## config.mk

```make
export PLATFORM = sky130hd
export DESIGN_NAME = memaccess_ctrl_flat
export DESIGN_NICKNAME = d
export VERILOG_FILES = /design/src/rtl/memaccess_ctrl_pkg.sv /design/src/rtl/memaccess_ctrl_if.sv /design/src/rtl/memaccess_ctrl_wait_cnt.sv /design/src/rtl/memaccess_ctrl.sv /design/src/flat_wrapper.sv
export SDC_FILE = /design/constraint.sdc
export NUM_CORES = 1
export LEC_CHECK = 0
export ABC_AREA = 1
export BUFFER_PORTS_ARGS = -buffer_cell sky130_fd_sc_hd__buf_2
export CAP_MARGIN = 25
export CORE_MARGIN = 8
export CORE_UTILIZATION = 44
export CTS_CLUSTER_DIAMETER = 200
export DETAILED_ROUTE_END_ITERATION = 12
export MAX_ROUTING_LAYER = met4
export PLACE_DENSITY = 0.72
export SKIP_LAST_GASP = 1
export SLEW_MARGIN = 20
export SYNTH_ARGS = -nofsm -noshare
export SYNTH_HDL_FRONTEND = slang
export SYNTH_HIERARCHICAL = 1
export SYNTH_SLANG_ARGS = --single-unit
```

## constraint.sdc

```tcl
create_clock -name clock -period 3.1 [get_ports clock]
set_input_delay 0.62 -clock clock [delete_from_list [all_inputs] [get_ports clock]]
set_output_delay 0.62 -clock clock [all_outputs]
set_load 0.1 [all_outputs]
```

## src/rtl/memaccess_ctrl_pkg.sv

```systemverilog
// Shared LC-3 memory-access definitions: mem_state codes, memory op encoding,
// controller FSM state codes and a small op-classification helper.
package lc3_mem_pkg;

    // mem_state codes understood by the memaccess datapath
    localparam logic [1:0] READ_MEM       = 2'd0;
    localparam logic [1:0] READ_MEM_INDIR = 2'd1;
    localparam logic [1:0] WRITE_MEM      = 2'd2;
    localparam logic [1:0] INIT_STATE     = 2'd3;

    typedef enum logic [2:0] {
        OP_NONE = 3'd0,
        OP_LD   = 3'd1,
        OP_LDR  = 3'd2,
        OP_LDI  = 3'd3,
        OP_ST   = 3'd4,
        OP_STR  = 3'd5,
        OP_STI  = 3'd6,
        OP_RSVD = 3'd7
    } mem_op_e;

    // Controller FSM states
    localparam logic [2:0] S_IDLE  = 3'd0;
    localparam logic [2:0] S_PTR   = 3'd1;
    localparam logic [2:0] S_READ  = 3'd2;
    localparam logic [2:0] S_WRITE = 3'd3;
    localparam logic [2:0] S_FIN   = 3'd4;

    function automatic logic is_indirect(input mem_op_e op);
        return (op == OP_LDI) || (op == OP_STI);
    endfunction

endpackage

```

## src/rtl/memaccess_ctrl_if.sv

```systemverilog
// Execute/memaccess/writeback-facing signal bundle of the memory-access sequencer.
interface memaccess_ctrl_if #(
    parameter int unsigned DATA_W = 16
);
    logic              req_valid;
    logic              req_ready;
    logic [2:0]        req_op;
    logic [1:0]        mem_state;
    logic              M_Control;
    logic [DATA_W-1:0] memout;
    logic              mem_stall;
    logic              done;
    logic [DATA_W-1:0] rd_data;
    logic              op_err;

    // Sequencer side
    modport slave (
        input  req_valid, req_op, memout,
        output req_ready, mem_state, M_Control, mem_stall, done, rd_data, op_err
    );

    // Environment side (execute/memaccess/writeback)
    modport master (
        output req_valid, req_op, memout,
        input  req_ready, mem_state, M_Control, mem_stall, done, rd_data, op_err
    );
endinterface

```

## src/rtl/memaccess_ctrl_wait_cnt.sv

```systemverilog
// Phase timer: reloaded on entry to a memory phase, expires after WAIT_CYCLES+1 cycles.
module memaccess_wait_cnt #(
    parameter int unsigned WAIT_CYCLES = 0
) (
    input  logic clock,
    input  logic reset_n,
    input  logic i_load,
    input  logic i_count,
    output logic o_expire
);
    localparam int unsigned CNT_W = (WAIT_CYCLES > 0) ? $clog2(WAIT_CYCLES + 1) : 1;

    logic [CNT_W-1:0] r_cnt;

    assign o_expire = (r_cnt == CNT_W'(WAIT_CYCLES));

    // Count up within a phase and saturate at WAIT_CYCLES; never wraps
    always_ff @(posedge clock or negedge reset_n) begin
        if (!reset_n) begin
            r_cnt <= '0;
        end else if (i_load) begin
            r_cnt <= '0;
        end else if (i_count && !o_expire) begin
            r_cnt <= r_cnt + CNT_W'(1);
        end
    end
endmodule

```

## src/rtl/memaccess_ctrl.sv

```systemverilog
// LC-3 data-memory access sequencer: turns one accepted memory op into the
// mem_state / M_Control sequence, with indirect pointer phase, wait states and load capture.
module memaccess_ctrl
    import lc3_mem_pkg::*;
#(
    parameter int unsigned WAIT_CYCLES = 0,
    parameter int unsigned DATA_W      = 16
) (
    input  logic                clock,
    input  logic                reset_n,
    memaccess_ctrl_if.slave     bus
);
    logic [2:0]        r_state;
    logic [2:0]        w_state_next;
    mem_op_e           r_op;
    logic [DATA_W-1:0] r_rd_data;
    logic              w_xfer;
    logic              w_load;
    logic              w_expire;
    logic              w_in_phase;

    assign w_xfer     = bus.req_valid && bus.req_ready;
    assign w_in_phase = (r_state == S_PTR) || (r_state == S_READ) || (r_state == S_WRITE);

    memaccess_wait_cnt #(
        .WAIT_CYCLES (WAIT_CYCLES)
    ) u_wait_cnt (
        .clock    (clock),
        .reset_n  (reset_n),
        .i_load   (w_load),
        .i_count  (w_in_phase),
        .o_expire (w_expire)
    );

    // Next state; w_load marks entry into any timed memory phase
    always_comb begin
        w_state_next = r_state;
        w_load       = 1'b0;
        case (r_state)
            S_IDLE: begin
                if (w_xfer) begin
                    case (mem_op_e'(bus.req_op))
                        OP_LD, OP_LDR: begin
                            w_state_next = S_READ;
                            w_load       = 1'b1;
                        end
                        OP_ST, OP_STR: begin
                            w_state_next = S_WRITE;
                            w_load       = 1'b1;
                        end
                        OP_LDI, OP_STI: begin
                            w_state_next = S_PTR;
                            w_load       = 1'b1;
                        end
                        default: w_state_next = S_FIN;
                    endcase
                end
            end
            S_PTR: begin
                if (w_expire) begin
                    w_state_next = (r_op == OP_LDI) ? S_READ : S_WRITE;
                    w_load       = 1'b1;
                end
            end
            S_READ, S_WRITE: begin
                if (w_expire) begin
                    w_state_next = S_FIN;
                end
            end
            default: w_state_next = S_IDLE;
        endcase
    end

    // State register and op latch; op is frozen once the transfer is taken
    always_ff @(posedge clock or negedge reset_n) begin
        if (!reset_n) begin
            r_state <= S_IDLE;
            r_op    <= OP_NONE;
        end else begin
            r_state <= w_state_next;
            if (w_xfer) begin
                r_op <= mem_op_e'(bus.req_op);
            end
        end
    end

    // Capture load data on the last cycle of the read phase
    always_ff @(posedge clock or negedge reset_n) begin
        if (!reset_n) begin
            r_rd_data <= '0;
        end else if ((r_state == S_READ) && w_expire) begin
            r_rd_data <= bus.memout;
        end
    end

    // Datapath control decoded from state and latched op only
    always_comb begin
        bus.mem_state = INIT_STATE;
        bus.M_Control = 1'b0;
        case (r_state)
            S_PTR: begin
                bus.mem_state = READ_MEM_INDIR;
                bus.M_Control = 1'b1;
            end
            S_READ: begin
                bus.mem_state = READ_MEM;
                bus.M_Control = is_indirect(r_op);
            end
            S_WRITE: begin
                bus.mem_state = WRITE_MEM;
                bus.M_Control = is_indirect(r_op);
            end
            default: ;
        endcase
    end

    assign bus.req_ready = (r_state == S_IDLE) && reset_n;
    assign bus.mem_stall = w_in_phase;
    assign bus.done      = (r_state == S_FIN);
    assign bus.op_err    = (r_state == S_FIN) && (r_op == OP_RSVD);
    assign bus.rd_data   = r_rd_data;
endmodule
```

## src/flat_wrapper.sv

```systemverilog
// flat-port wrapper written by rule: the top's interface ports become plain ports
module memaccess_ctrl_flat import lc3_mem_pkg::*;
#(
    parameter int unsigned WAIT_CYCLES = 0,
    parameter int unsigned DATA_W      = 16
)
  (clock, reset_n, bus_req_valid, bus_req_op, bus_memout, bus_req_ready, bus_mem_state, bus_M_Control, bus_mem_stall, bus_done, bus_rd_data, bus_op_err);
  memaccess_ctrl_if #(.DATA_W(DATA_W)) bus_i ();
  input  logic clock;
  input  logic reset_n;
  input wire logic [$bits(bus_i.req_valid)-1:0] bus_req_valid;
  input wire logic [$bits(bus_i.req_op)-1:0] bus_req_op;
  input wire logic [$bits(bus_i.memout)-1:0] bus_memout;
  output wire logic [$bits(bus_i.req_ready)-1:0] bus_req_ready;
  output wire logic [$bits(bus_i.mem_state)-1:0] bus_mem_state;
  output wire logic [$bits(bus_i.M_Control)-1:0] bus_M_Control;
  output wire logic [$bits(bus_i.mem_stall)-1:0] bus_mem_stall;
  output wire logic [$bits(bus_i.done)-1:0] bus_done;
  output wire logic [$bits(bus_i.rd_data)-1:0] bus_rd_data;
  output wire logic [$bits(bus_i.op_err)-1:0] bus_op_err;
  assign bus_i.req_valid = bus_req_valid;
  assign bus_i.req_op = bus_req_op;
  assign bus_i.memout = bus_memout;
  assign bus_req_ready = bus_i.req_ready;
  assign bus_mem_state = bus_i.mem_state;
  assign bus_M_Control = bus_i.M_Control;
  assign bus_mem_stall = bus_i.mem_stall;
  assign bus_done = bus_i.done;
  assign bus_rd_data = bus_i.rd_data;
  assign bus_op_err = bus_i.op_err;
  memaccess_ctrl #(.WAIT_CYCLES(WAIT_CYCLES), .DATA_W(DATA_W)) u_core (.clock(clock), .reset_n(reset_n), .bus(bus_i));
endmodule
```

==> impl_metrics.ini <==
[placed_design]
gp_congestion = 0.829
pre_cts_slack_ns = 1.09
dp_hpwl_um = 2220
io_buffer_count = 44

[cts]
post_cts_resize_count = 0
post_cts_buffers = 0
clkSinkCount = 23
ctsHtreeMaxLevel = 1
path_clk_slew_ns = 0.14
cts_tree = yes
hold_buffers = 0
clk_path_buf_depth = 2
cts_root_buf = clkbuf_4
cts_made_buffers = 3
clk_latency_ns = 0.31

[cells_and_area]
drive_gt1_share_pct = 46.4
syn2layout_area_growth_pct = 21.2
antennaDiodeCount = 0
finalNetCount = 217

[sta]
rsz0062_at_grt = no
hold_viol_final = 0
setup_ws_ns = 0.817
finalSetupTns_ns = 0
slew_violations = 0
period_needed_ns = 2.28
finClkSkew_ns = 0.0107
finalCritPeriodShare_pct = 73.7
worst-slew-pin-transition_ns = 0.520
final-setup-viol-count = 0
relSlewSlack_pct = 65.3
fmax_mhz = 438

[yosys]
synth_compound_area_share_pct = 14.9
ys_seq_elements = 23
syn_area_mm2 = 0.00125
synth-xor-area-share_pct = 0
yosysSeqAreaShare_pct = 46.1
muxShareOfSynthArea_pct = 0
synth_top_family_by_area = simple AND/OR/NAND/NOR gates
synthSimpleGateAreaFrac_pct = 26.4
synthDistinctLibCells = 18
synth_adder_area_share_pct = 0
synth_nets = 170
syn_inst = 148
yosysWarningCount = 6
avgSynthCellArea_um2 = 8.44

[critical_path]
crit_required_ns = 2.48
r2r_start = u_core/r_state[2]
crit_start = u_core/r_state[0]
cp-start-kind = flop
critPathKind = flop to output pin
crit_path_end_kind = output pin
arrival_ns = 1.66
worstPathMaxFanout = 4

[global_routing]
grt_overflow = 0
grt_max_degree = 33
grt_usage_pct = 12.0
first_global_vias = 1100
antenna_found_initial = 0
grt_pass1_wl_um = 4770

[detailed_routing]
viasPerCell = 4.75
drcViolationCount = 0
drt.antenna.violating_nets = 0
num_vias = 1068
firstDrtPassIters = 4
drt_iter0_drc = 40
wire_per_inst_um = 12.5
wl_um = 2810

[floorplanning]
rows = 19
core-area_mm2 = 0.00273
io_pins = 45
initial_core_util_pct = 45.7
die_area_mm2 = 0.00480
dieWidth_um = 69.3
die_y_um = 69.3

[run]
drv_cap = 0

[status]
status = finished, final reports clean

[hold_path]
hp-class = input pin to asynchronous set/reset pin
[worst paths after layout]
kind / slack, ns / depth (start not counted) / endpoint
min in group clock: 0.50 / 2 / u_core/bus.rd_data[12]
worst min register to register: 0.50 / 2 / u_core/bus.rd_data[12]
worst min-delay path: 0.28 / 2 / u_core/bus.rd_data[11]
worst max-delay path: 0.82 / 6 / bus_mem_state[1]
max in group asynchronous: 2.58 / 2 / u_core/r_op[1]
worst max register to register: 1.62 / 4 / u_core/bus.rd_data[4]
[cell families after synthesis]
family	Yosys count
AOI/OAI and AO/OA	25
and+or+nand+nor	64
buffers and inverters	36
DFF	23
[cells in the mapped netlist, drive strengths merged]
cell   number  area, um^2
nand2      44         205
inv        33         124
dfrtp      23         576
o21ai      23         175
nor2       10        50.1
nand3       8        52.6
buf         3        33.8
nor3        2        21.3
a21oi       1        5.00
a31oi       1        6.26
[metal layers]
layer  part of all wire (%)  wire [um]  vias to the layer above  GRT usage [%]
met3                    5.1        143                        4           2.86
met4                   0.75         21                        0           4.78
li1                       -          -                      538              -
met2                     49       1370                       36           19.6
met1                     45       1280                      490           13.8
met5                      0          0                        -              -
[placed cells by master (no fill, tap or decap)]
cell type,Yosys,routed
nor2_2,2,2
a31oi_1,1,1
clkbuf_4,0,3
nand3_4,1,1
dfrtp_1,23,23
nand3_1,7,7
buf_4,0,1
nor3_4,1,1
nand2_1,28,28
buf_2,0,44
o21ai_0,5,4
nand2_2,16,16
nor2_4,1,1
nor2_1,7,7
o21ai_1,2,3
nor3_2,0,1
clkinv_2,0,1
inv_2,3,3
a21oi_1,1,1
o21ai_2,16,16
inv_1,30,30
[flip-flops by register name, summed over array words and instances (netlist names)]
signal / flops
u_core/bus.rd_data: 16
u_core/r_op: 3
u_core/r_state: 3
u_core/u_wait_cnt/r_cnt: 1
[critical path: stages, from the launching register on]
cell and delay [ns]:
dfrtp_1 0.44, inv_2 0.13, nand2_2 0.09, nand2_1 0.12, inv_2 0.07, o21ai_1 0.07, buf_2 0.43
[stage by stage]
stage	instances	instance area (um^2)	hold slack [ns]	utilization, %
final	225	1510	0.284	55.4
after global routing	225	1510	0.304	55.4
after CTS	225	1510	0.281	55.4
after detailed placement	221	1490	0.468	54.4
after global placement	221	1490	0.465	54.4
after floorplan	148	1250	0.324	-
[area by class of cell]
| cell class | count | area (um^2) |
|---|---|---|
| well taps | 31 | 38.8 |
| clock inverters | 1 | 5.00 |
| flip-flops and latches | 23 | 576 |
| repair buffers | 45 | 228 |
| multi-input cells | 89 | 520 |
| fillers | 259 | 1220 |
| clock buffers | 3 | 22.5 |
| inverters | 33 | 124 |
Power is left out: the tool's default activity adds up to more than one toggle a clock period on the data nets, which glitch-free logic cannot reach.
